$ cat config.mk
export PLATFORM = sky130hd
export DESIGN_NAME = polar_avg_flat
export DESIGN_NICKNAME = d
export VERILOG_FILES = /design/src/rtl/polar_avg_pkg.sv /design/src/rtl/polar_avg_if.sv /design/src/rtl/polar_avg_phase_delta.sv /design/src/rtl/polar_avg.sv /design/src/flat_wrapper.sv
export SDC_FILE = /design/constraint.sdc
export NUM_CORES = 1
export LEC_CHECK = 0
export CAP_MARGIN = 15
export CELL_PAD_IN_SITES_DETAIL_PLACEMENT = 2
export CELL_PAD_IN_SITES_GLOBAL_PLACEMENT = 2
export CORE_ASPECT_RATIO = 1.75
export CORE_MARGIN = 1
export CORE_UTILIZATION = 32
export CTS_BUF_LIST = sky130_fd_sc_hd__clkbuf_8 sky130_fd_sc_hd__clkbuf_16
export CTS_CLUSTER_DIAMETER = 50
export DETAILED_ROUTE_END_ITERATION = 12
export PLACE_DENSITY_LB_ADDON = 0.1
export SETUP_SLACK_MARGIN = 0.15
export SKIP_CTS_REPAIR_TIMING = 1
export SLEW_MARGIN = 0
export SYNTH_ARGS = -nofsm -noshare
export SYNTH_HDL_FRONTEND = slang
export SYNTH_SLANG_ARGS = --single-unit
export TNS_END_PERCENT = 10
$ cat constraint.sdc
create_clock -name clk -period 4.7 [get_ports clk]
set_input_delay 0.705 -clock clk [delete_from_list [all_inputs] [get_ports clk]]
set_output_delay 0.705 -clock clk [all_outputs]
set_load 0.1 [all_outputs]
$ cat src/rtl/polar_avg_pkg.sv
// Shared types and default widths for the polar averaging block.
package polar_avg_pkg;

   localparam int MW       = 16;  // magnitude sample width
   localparam int PW       = 25;  // phase width, full circle = 2^PW
   localparam int LOGN_MAX = 10;  // largest log2 window length

   typedef enum logic [1:0] {
      IDLE,
      PRIME,
      ACCUM,
      DONE
   } state_e;

endpackage

$ cat src/rtl/polar_avg_if.sv
// Sample stream, control and result signals of polar_avg.
interface polar_avg_if #(
   parameter int MW = polar_avg_pkg::MW,
   parameter int PW = polar_avg_pkg::PW
);
   logic                 i_ce;
   logic signed [MW-1:0] i_mag;
   logic [PW-1:0]        i_phase;
   logic                 i_start;
   logic                 i_abort;
   logic [3:0]           i_log_n;
   logic                 o_busy;
   logic                 o_valid;
   logic [MW-1:0]        o_mag_avg;
   logic signed [PW-1:0] o_dphi_avg;

   modport slave (
      input  i_ce, i_mag, i_phase, i_start, i_abort, i_log_n,
      output o_busy, o_valid, o_mag_avg, o_dphi_avg
   );

   modport master (
      output i_ce, i_mag, i_phase, i_start, i_abort, i_log_n,
      input  o_busy, o_valid, o_mag_avg, o_dphi_avg
   );
endinterface

$ cat src/rtl/polar_avg_phase_delta.sv
// Holds the previous phase and yields the wrapped signed phase step.
module phase_delta #(
   parameter int PW = polar_avg_pkg::PW
) (
   input  logic                 clk,
   input  logic                 rst,
   input  logic                 load_i,
   input  logic [PW-1:0]        phase_i,
   output logic signed [PW-1:0] dphi_o
);

   logic [PW-1:0] prev_q;

   // Capture the phase of every accepted sample as the next reference.
   always_ff @(posedge clk) begin
      // NOTE: sequential state uses <= so every register sees pre-edge values.
      if (rst) begin
         prev_q <= '0;
      end else if (load_i) begin
         prev_q <= phase_i;
      end
   end

   // PW-bit subtraction wraps modulo 2^PW; reading it signed gives the
   // shortest way round the circle.
   assign dphi_o = signed'(phase_i - prev_q);

endmodule

$ cat src/rtl/polar_avg.sv
// Averages magnitude and per-sample phase increment over 2^n samples.
module polar_avg
   import polar_avg_pkg::*;
#(
   parameter int MW       = polar_avg_pkg::MW,
   parameter int PW       = polar_avg_pkg::PW,
   parameter int LOGN_MAX = polar_avg_pkg::LOGN_MAX
) (
   input logic         clk,
   input logic         rst,
   polar_avg_if.slave  bus
);

   localparam int MAW = MW + LOGN_MAX;  // magnitude accumulator width
   localparam int DAW = PW + LOGN_MAX;  // phase-step accumulator width
   localparam int CW  = LOGN_MAX + 1;   // sample counter width

   state_e                state_q, state_d;
   logic [3:0]            n_q, n_d;
   logic [CW-1:0]         cnt_q, cnt_d;
   logic [CW-1:0]         last_idx;
   logic [MAW-1:0]        mag_acc_q, mag_acc_d, mag_add;
   logic signed [DAW-1:0] dphi_acc_q, dphi_acc_d, dphi_add;
   logic [MW-1:0]         mag_avg_q, mag_avg_d;
   logic signed [PW-1:0]  dphi_avg_q, dphi_avg_d;
   logic                  valid_q, valid_d;
   logic                  pd_load;
   logic signed [PW-1:0]  dphi;

   phase_delta #(.PW(PW)) u_phase_delta (
      .clk     (clk),
      .rst     (rst),
      .load_i  (pd_load),
      .phase_i (bus.i_phase),
      .dphi_o  (dphi)
   );

   // Negative magnitudes contribute nothing; phase step is sign-extended.
   assign mag_add  = bus.i_mag[MW-1] ? '0 : {{LOGN_MAX{1'b0}}, bus.i_mag};
   assign dphi_add = {{LOGN_MAX{dphi[PW-1]}}, dphi};
   // Counter value of the last sample in the window: 2^n - 1.
   assign last_idx = (CW'(1) << n_q) - CW'(1);

   // State register.
   always_ff @(posedge clk) begin
      if (rst) begin
         state_q <= IDLE;
      end else begin
         state_q <= state_d;
      end
   end

   // Window parameters, accumulators and result registers.
   always_ff @(posedge clk) begin
      if (rst) begin
         n_q        <= '0;
         cnt_q      <= '0;
         mag_acc_q  <= '0;
         dphi_acc_q <= '0;
         mag_avg_q  <= '0;
         dphi_avg_q <= '0;
         valid_q    <= 1'b0;
      end else begin
         n_q        <= n_d;
         cnt_q      <= cnt_d;
         mag_acc_q  <= mag_acc_d;
         dphi_acc_q <= dphi_acc_d;
         mag_avg_q  <= mag_avg_d;
         dphi_avg_q <= dphi_avg_d;
         valid_q    <= valid_d;
      end
   end

   // Next-state and datapath update; abort outranks everything but reset.
   always_comb begin
      // NOTE: every output gets a hold/default value first so no latch is inferred.
      state_d    = state_q;
      n_d        = n_q;
      cnt_d      = cnt_q;
      mag_acc_d  = mag_acc_q;
      dphi_acc_d = dphi_acc_q;
      mag_avg_d  = mag_avg_q;
      dphi_avg_d = dphi_avg_q;
      valid_d    = 1'b0;
      pd_load    = 1'b0;

      if (bus.i_abort && state_q != IDLE) begin
         state_d = IDLE;
      end else begin
         case (state_q)
            IDLE: begin
               if (bus.i_start) begin
                  n_d        = (bus.i_log_n > 4'(LOGN_MAX)) ? 4'(LOGN_MAX) : bus.i_log_n;
                  cnt_d      = '0;
                  mag_acc_d  = '0;
                  dphi_acc_d = '0;
                  state_d    = PRIME;
               end
            end
            PRIME: begin
               if (bus.i_ce) begin
                  pd_load = 1'b1;
                  state_d = ACCUM;
               end
            end
            ACCUM: begin
               if (bus.i_ce) begin
                  pd_load    = 1'b1;
                  mag_acc_d  = mag_acc_q + mag_add;
                  dphi_acc_d = dphi_acc_q + dphi_add;
                  cnt_d      = cnt_q + CW'(1);
                  if (cnt_q == last_idx) begin
                     state_d = DONE;
                  end
               end
            end
            DONE: begin
               mag_avg_d  = MW'(mag_acc_q >> n_q);
               dphi_avg_d = PW'(dphi_acc_q >>> n_q);
               valid_d    = 1'b1;
               state_d    = IDLE;
            end
            default: state_d = IDLE;
         endcase
      end
   end

   assign bus.o_busy     = (state_q != IDLE);
   assign bus.o_valid    = valid_q;
   assign bus.o_mag_avg  = mag_avg_q;
   assign bus.o_dphi_avg = dphi_avg_q;

endmodule

$ cat src/flat_wrapper.sv
// flat-port wrapper written by rule: the top's interface ports become plain ports
module polar_avg_flat import polar_avg_pkg::*;
#(
   parameter int MW       = polar_avg_pkg::MW,
   parameter int PW       = polar_avg_pkg::PW,
   parameter int LOGN_MAX = polar_avg_pkg::LOGN_MAX
)
  (clk, rst, bus_i_ce, bus_i_mag, bus_i_phase, bus_i_start, bus_i_abort, bus_i_log_n, bus_o_busy, bus_o_valid, bus_o_mag_avg, bus_o_dphi_avg);
  polar_avg_if #(.MW(MW), .PW(PW)) bus_i ();
  input logic clk;
  input logic rst;
  input wire logic [$bits(bus_i.i_ce)-1:0] bus_i_ce;
  input wire logic [$bits(bus_i.i_mag)-1:0] bus_i_mag;
  input wire logic [$bits(bus_i.i_phase)-1:0] bus_i_phase;
  input wire logic [$bits(bus_i.i_start)-1:0] bus_i_start;
  input wire logic [$bits(bus_i.i_abort)-1:0] bus_i_abort;
  input wire logic [$bits(bus_i.i_log_n)-1:0] bus_i_log_n;
  output wire logic [$bits(bus_i.o_busy)-1:0] bus_o_busy;
  output wire logic [$bits(bus_i.o_valid)-1:0] bus_o_valid;
  output wire logic [$bits(bus_i.o_mag_avg)-1:0] bus_o_mag_avg;
  output wire logic [$bits(bus_i.o_dphi_avg)-1:0] bus_o_dphi_avg;
  assign bus_i.i_ce = bus_i_ce;
  assign bus_i.i_mag = bus_i_mag;
  assign bus_i.i_phase = bus_i_phase;
  assign bus_i.i_start = bus_i_start;
  assign bus_i.i_abort = bus_i_abort;
  assign bus_i.i_log_n = bus_i_log_n;
  assign bus_o_busy = bus_i.o_busy;
  assign bus_o_valid = bus_i.o_valid;
  assign bus_o_mag_avg = bus_i.o_mag_avg;
  assign bus_o_dphi_avg = bus_i.o_dphi_avg;
  polar_avg #(.MW(MW), .PW(PW), .LOGN_MAX(LOGN_MAX)) u_core (.clk(clk), .rst(rst), .bus(bus_i));
endmodule
==> results.py, run 1 <==
metrics = {
    "status": {
        "status": "complete, no violations",
    },
    "synthesis": {
        "syn_area_sq_um": 11500,
        "synth_edf_count": 0,
        "yosys-top-cells-count": "nand2_1 (203), a21oi_1 (155), dfxtp_1 (145)",
        "synthFlopType": "dfxtp_1",
        "synth_area_per_cell_sq_um": 7.79,
        "synth_seq_area_share": 0.252,
        "yosysMostFrequentCell": "nand2_1",
        "synth_adder_area_share": 0.0923,
        "synth_top_family_by_area": "compound AO/OA/AOI/OAI gates",
        "yosys.area_share.simple": 0.193,
        "synthCells": 1477,
        "synth_nets": 1610,
        "synth_top_area_frac": 0.252,
        "synth_compound_area_frac": 0.250,
        "yosysTopAreaCell": "dfxtp_1",
        "muxShareOfSynthArea": 0.101,
        "synth_cell_types": 74,
        "yosys-top-cells-area": "dfxtp_1 (25%), ha_1 (8.7%), a21oi_1 (6.7%), nand2_1 (6.6%), mux4_2 (4.9%)",
        "ys_seq_elements": 145,
        "synth_xor_xnor_area_share": 0.0632,
        "ys_warn_count": 0,
        "async_reset_ff_frac": 0,
    },
    "place": {
        "place.port_buffers": 92,
        "place_congestion": 0.854,
        "dp_hpwl_mm": 34.5,
        "place_ws_ns": -0.850,
    },
    "drt": {
        "avgViaCountPerCell": 5.54,
        "drtAntennaViolNets": 0,
        "wl_per_cell_um": 21.0,
        "vias": 11900,
        "dr.pass1.iters": 4,
        "drtIter0Drc": 347,
        "wl_mm": 45.1,
        "route.detailed.drc": 0,
    },
    "die": {
        "die-height_um": 253,
        "start_util": 0.326,
        "ioPinCount": 93,
        "num_rows": 91,
        "die_area_sq_um": 36700,
        "core_sq_um": 35300,
        "die_width_um": 145,
    },
    "sta": {
        "period_needed_ns": 4.53,
        "fmax_mhz": 221,
        "hold_viol": 0,
        "fin_crit_sh": 0.964,
        "final.setup.tns_ns": 0,
        "whs_ns": 0.456,
        "slew_headroom": 0.290,
        "grt_setup_unrepaired": "true",
        "finalSetupViolCount": 0,
        "final.setup_skew_ns": 0.0139,
        "final_max_slew_viol_count": 0,
        "tightest_slew_ns": 1.06,
        "setup_slack_ns": 0.169,
    },
    "setup_path": {
        "cp-start-kind": "primary input",
        "critPathCapture": "u_core.dphi_acc_q[33]$_SDFFE_PP0P_",
        "reg2reg_from": "u_core.u_phase_delta.prev_q[1]$_SDFFE_PP0P_",
        "crit_fanout": 6,
        "critPathRequiredTime_ns": 5.04,
        "reg2regPathDepth": 20,
        "rrSetupSlack_ns": 0.23,
        "arrival_ns": 4.87,
        "cp-end-kind": "flip-flop",
        "crit_type": "primary input to flip-flop",
        "cp-startpoint": "bus_i_phase[13]",
        "timing.rr.end": "u_core.dphi_acc_q[31]$_SDFFE_PP0P_",
    },
    "cts": {
        "clkTransAtPathRegs_ns": 0.06,
        "cts_tree": "yes",
        "h-tree-depth": 4,
        "clock_latency_ns": 0.46,
        "ctsRootBufferMaster": "clkbuf_16",
        "cts_buffers": 17,
        "clk_path_buf_depth": 2,
        "cts_sinks": 145,
    },
    "cells_and_area": {
        "syn_to_final_growth_pct": 29.6,
        "multi_input_area_sq_um": 8360,
        "fillCellCount": 4058,
        "utilization": 0.422,
        "layout-drive-gt1-share": 0.183,
        "antenna_cells": 0,
        "final-seq-area_sq_um": 2910,
        "final_nets": 1804,
    },
    "hold_path": {
        "min-delay-start": "u_core.u_phase_delta.prev_q[21]$_SDFFE_PP0P_",
        "hp-class": "flip-flop to flip-flop",
    },
    "power": {
        "power_density_nw_per_um2": 411,
        "leakagePower_nw": 6.09,
        "vdd.ir_drop.worst_mv": 0.230,
        "power_mw": 6.12,
    },
    "grt": {
        "grt-ovfl-total": 0,
        "grt_usage": 0.244,
        "grt_pass1_wl_mm": 69.6,
        "grt_pass1_vias": 13300,
        "antenna_found_initial": 0,
        "grt_max_degree": 74,
    },
    "flow_run": {
        "maxCapViolCount": 0,
    },
}
state kept, by name (all words and copies together), names as in the netlist:
signal                       cells
u_core.bus.o_mag_avg            16
u_core.bus.o_dphi_avg           25
u_core.state_q                   2
u_core.n_q                       4
u_core.dphi_acc_q               35
u_core.bus.o_valid               1
u_core.mag_acc_q                26
u_core.u_phase_delta.prev_q     25
u_core.cnt_q                    11
layout by cell type, fill, tap and decap left out, drive strengths merged, types with 6 or more instances in the layout:
cell type	synthesis	final
or3	11	11
nand2	203	203
a211oi	29	29
a21o	34	34
nor2b	35	35
xnor2	49	49
o211ai	18	18
buf	25	169
nand2b	16	16
nor2	141	141
dfxtp	145	145
a221oi	8	8
a21oi	155	155
a31oi	7	7
mux2	23	23
a22oi	21	21
nor3	13	13
o21bai	11	11
o21a	13	13
ha	80	80
and3	21	21
a311o	6	6
o21ai	93	93
clkdlybuf4s50	0	79
mux4	25	25
inv	55	61
nand3	29	29
mux2i	34	34
xor2	34	34
nand4	11	11
dlymetal6s2s	0	12
clkbuf	60	18
logic make-up after synthesis:
group / count (synthesis)
AND/OR/NAND/NOR: 497
flip-flops: 145
adder cells (fa/ha/maj): 83
AO/OA/AOI/OAI: 447
XOR/XNOR: 83
multiplexers: 82
buffers and inverters: 140
how the worst min path moves through the flow:
stage / endpoint / slack, ns / cells after the start
2_1_floorplan: u_core.u_phase_delta.prev_q[10]$_SDFFE_PP0P_ / 0.44 / 2
3_3_place_gp: u_core.u_phase_delta.prev_q[17]$_SDFFE_PP0P_ / 0.44 / 2
3_5_place_dp: u_core.bus.o_dphi_avg[16]$_SDFFE_PP0P_ / 0.45 / 2
4_1_cts: u_core.u_phase_delta.prev_q[21]$_SDFFE_PP0P_ / 0.46 / 2
5_1_grt: u_core.u_phase_delta.prev_q[19]$_SDFFE_PP0P_ / 0.48 / 2
6_report: u_core.u_phase_delta.prev_q[21]$_SDFFE_PP0P_ / 0.46 / 2
per-layer routing:
metal  track usage  wire length [um]  share of wire
met4         0.147              2460          0.055
met1         0.218             15500           0.34
met2         0.510             26500           0.59
met3        0.0282               660          0.015
met5             0                 0              0
metrics by stage:
stage,cells,instance area [sq um]
finish,2149,14900
global route,2149,14900
CTS,2138,14500
detailed placement,2106,13900
global placement,2106,13900
floorplan,1477,11500
layout make-up:
cell class | instances | area share
clock buffers | 18 | 0.0295
well taps | 465 | 0.0391
clock inverters | 14 | 0.0119
repair buffers | 260 | 0.149
inverters | 55 | 0.0139
flip-flops and latches | 145 | 0.195
multi-input cells | 1192 | 0.561
worst max-delay path: stages:
cell and delay [ns]:
clkdlybuf4s50_1 0.43, ha_1 0.35, a21o_1 0.18, a21oi_1 0.24, a31oi_4 0.14, o21ai_4 0.21, or2b_1 0.26, a21oi_2 0.14
xnor2_1 0.14, ha_2 0.32, buf_4 0.17, a21oi_1 0.16, o21a_1 0.18, o21ai_1 0.09, a21oi_2 0.16, nor2b_1 0.17
o21ai_0 0.18, nand4_1 0.17, buf_4 0.12, nand4_1 0.10, a32o_1 0.26
where the power goes:
part           switching, mW  total, mW  leakage, nW  internal, mW
sequential            0.0954       1.42         1.17          1.33
clock                  0.630       1.49        0.301         0.858
combinational           1.88       3.21         4.61          1.33
total                   2.60       6.12         6.09          3.52
Note: power is estimated with default switching activity, not from simulation.
==> run 2: changes to the inputs <==
==> constraint.sdc (replaced) <==
create_clock -name clk -period 4.7 [get_ports clk]
set_input_delay 1.175 -clock clk [delete_from_list [all_inputs] [get_ports clk]]
set_output_delay 1.175 -clock clk [all_outputs]
set_load 0.1 [all_outputs]
==> run 2 against run 1 <==
Against the previous run: the run now ends with setup timing left; clock skew is 0.0033 ns lower; maximum frequency is 9.7% lower; routed wire length is 2.9% higher; core utilization is 0.77 points higher; critical path type unchanged; largest power group unchanged.
==> results.py, run 2 (synthesis gave the netlist of run 1 again) <==
metrics = {
    "sta": {
        "grt_setup_unrepaired": "true",
        "tightest_slew_ns": 1.07,
        "final.setup.tns_ns": -1.85,
        "setup_slack_ns": -0.316,
        "fmax_mhz": 199,
        "finalSetupViolCount": 10,
        "whs_ns": 0.455,
        "fin_crit_sh": 1.07,
        "hold_viol": 0,
        "final.setup_skew_ns": 0.0106,
        "final_max_slew_viol_count": 0,
        "slew_headroom": 0.288,
        "period_needed_ns": 5.02,
    },
    "place": {
        "place_congestion": 0.837,
        "place_ws_ns": -1.28,
        "dp_hpwl_mm": 35.1,
        "place.port_buffers": 92,
    },
    "cells_and_area": {
        "syn_to_final_growth_pct": 31.9,
        "final-seq-area_sq_um": 2910,
        "multi_input_area_sq_um": 8440,
        "final_cell_mix": "nand2_1 (201), buf_4 (198), dfxtp_1 (141)",
        "final_nets": 1836,
        "fillCellCount": 4067,
        "regMostFlops": "u_core.dphi_acc_q",
        "layout-drive-gt1-share": 0.212,
        "utilization": 0.430,
        "mostFrequentLayoutCell": "nand2_1",
        "antenna_cells": 0,
        "largest_reg_flops": 35,
        "reg_top3": "u_core.dphi_acc_q: 35 flops, u_core.mag_acc_q: 26 flops",
    },
    "setup_path": {
        "cp-start-kind": "primary input",
        "timing.rr.end": "u_core.dphi_acc_q[31]$_SDFFE_PP0P_",
        "reg2reg_from": "u_core.u_phase_delta.prev_q[6]$_SDFFE_PP0P_",
        "rrSetupSlack_ns": 0.11,
        "crit_fanout": 4,
        "cp-end-kind": "flip-flop",
        "arrival_ns": 5.37,
        "crit_type": "primary input to flip-flop",
        "critPathRequiredTime_ns": 5.05,
        "cp-startpoint": "bus_i_phase[0]",
        "reg2regPathDepth": 20,
    },
    "die": {
        "die_area_sq_um": 36700,
        "start_util": 0.326,
        "ioPinCount": 93,
        "die_width_um": 145,
        "core_sq_um": 35300,
        "die-height_um": 253,
        "num_rows": 91,
    },
    "cts": {
        "clk_path_buf_depth": 2,
        "clkTransAtPathRegs_ns": 0.07,
        "cts_buffers": 17,
        "clock_latency_ns": 0.46,
        "cts_tree": "yes",
        "ctsRootBufferMaster": "clkbuf_16",
        "h-tree-depth": 4,
        "cts_sinks": 145,
    },
    "drt": {
        "wl_mm": 46.4,
        "route.detailed.drc": 0,
        "vias": 12100,
        "drtIter0Drc": 322,
        "wl_per_cell_um": 21.3,
        "dr.pass1.iters": 4,
        "drtAntennaViolNets": 0,
        "avgViaCountPerCell": 5.53,
    },
    "power": {
        "leakagePower_nw": 6.22,
        "power_density_nw_per_um2": 409,
        "vdd.ir_drop.worst_mv": 0.227,
        "power_mw": 6.21,
    },
    "grt": {
        "grt_pass1_vias": 13300,
        "grt_max_degree": 74,
        "antenna_found_initial": 0,
        "grt_usage": 0.248,
        "grt_pass1_wl_mm": 71.0,
        "grt-ovfl-total": 0,
    },
    "hold_path": {
        "whs_endpoint": "u_core.u_phase_delta.prev_q[9]$_SDFFE_PP0P_",
        "hp-class": "flip-flop to flip-flop",
        "hold_depth": 2,
        "min-delay-start": "u_core.u_phase_delta.prev_q[9]$_SDFFE_PP0P_",
    },
    "status": {
        "violations": "setup timing",
        "status": "finished, violations left",
    },
    "flow_run": {
        "maxCapViolCount": 0,
    },
}
run 2: cell type report:
cell class	count	area share
Multi-Input combinational cell	1192	0.556
Sequential cell	145	0.192
Timing Repair Buffer	292	0.161
Tap cell	465	0.0384
Clock buffer	17	0.0280
Inverter	55	0.0138
Clock inverter	15	0.0105
run 2: power by group:
part           switching, mW  total (mW)  internal, mW
Clock                  0.636        1.42         0.787
Sequential             0.104        1.43          1.33
Combinational           1.94        3.35          1.41
Total                   2.68        6.21          3.53
run 2: how the worst max path moves through the flow:
| stage | slack (ns) | cells past startpoint | endpoint |
|---|---|---|---|
| 5_1_grt | -0.47 | 24 | u_core.dphi_acc_q[28]$_SDFFE_PP0P_ |
| 3_5_place_dp | -1.28 | 21 | u_core.dphi_acc_q[34]$_SDFFE_PP0P_ |
| 6_report | -0.32 | 22 | u_core.dphi_acc_q[34]$_SDFFE_PP0P_ |
| 4_1_cts | -0.80 | 21 | u_core.dphi_acc_q[34]$_SDFFE_PP0P_ |
| 3_3_place_gp | -1.09 | 20 | u_core.dphi_acc_q[34]$_SDFFE_PP0P_ |
| 2_1_floorplan | -0.46 | 21 | u_core.dphi_acc_q[34]$_SDFFE_PP0P_ |
run 2: layer usage:
layer	wire length (um)	vias up	track usage	share of wire
li1	-	5751	-	-
met1	16000	6066	0.221	0.34
met2	27500	158	0.532	0.59
met3	650	95	0.0269	0.014
met4	2220	0	0.126	0.048
met5	0	-	0	0
run 2: critical path, stage by stage:
cell	delay, ns
buf_8	0.08
inv_4	0.03
ha_4	0.15
fa_2	0.40
nor2b_2	0.16
o31a_1	0.23
o21ai_4	0.11
a31oi_4	0.25
o21ai_4	0.10
buf_4	0.15
o41ai_4	0.28
nor2_4	0.09
ha_1	0.33
a21o_1	0.19
a21o_1	0.23
a21oi_2	0.16
o21ai_1	0.11
or4_4	0.50
o221ai_2	0.17
o21ai_1	0.12
a31o_1	0.23
o21a_1	0.10
run 2: per-stage QoR:
stage	cells	instance area, sq um
final	2181	15200
after global routing	2181	15200
after CTS	2168	14700
after detailed placement	2136	14100
after global placement	2136	14100
after floorplan	1477	11500
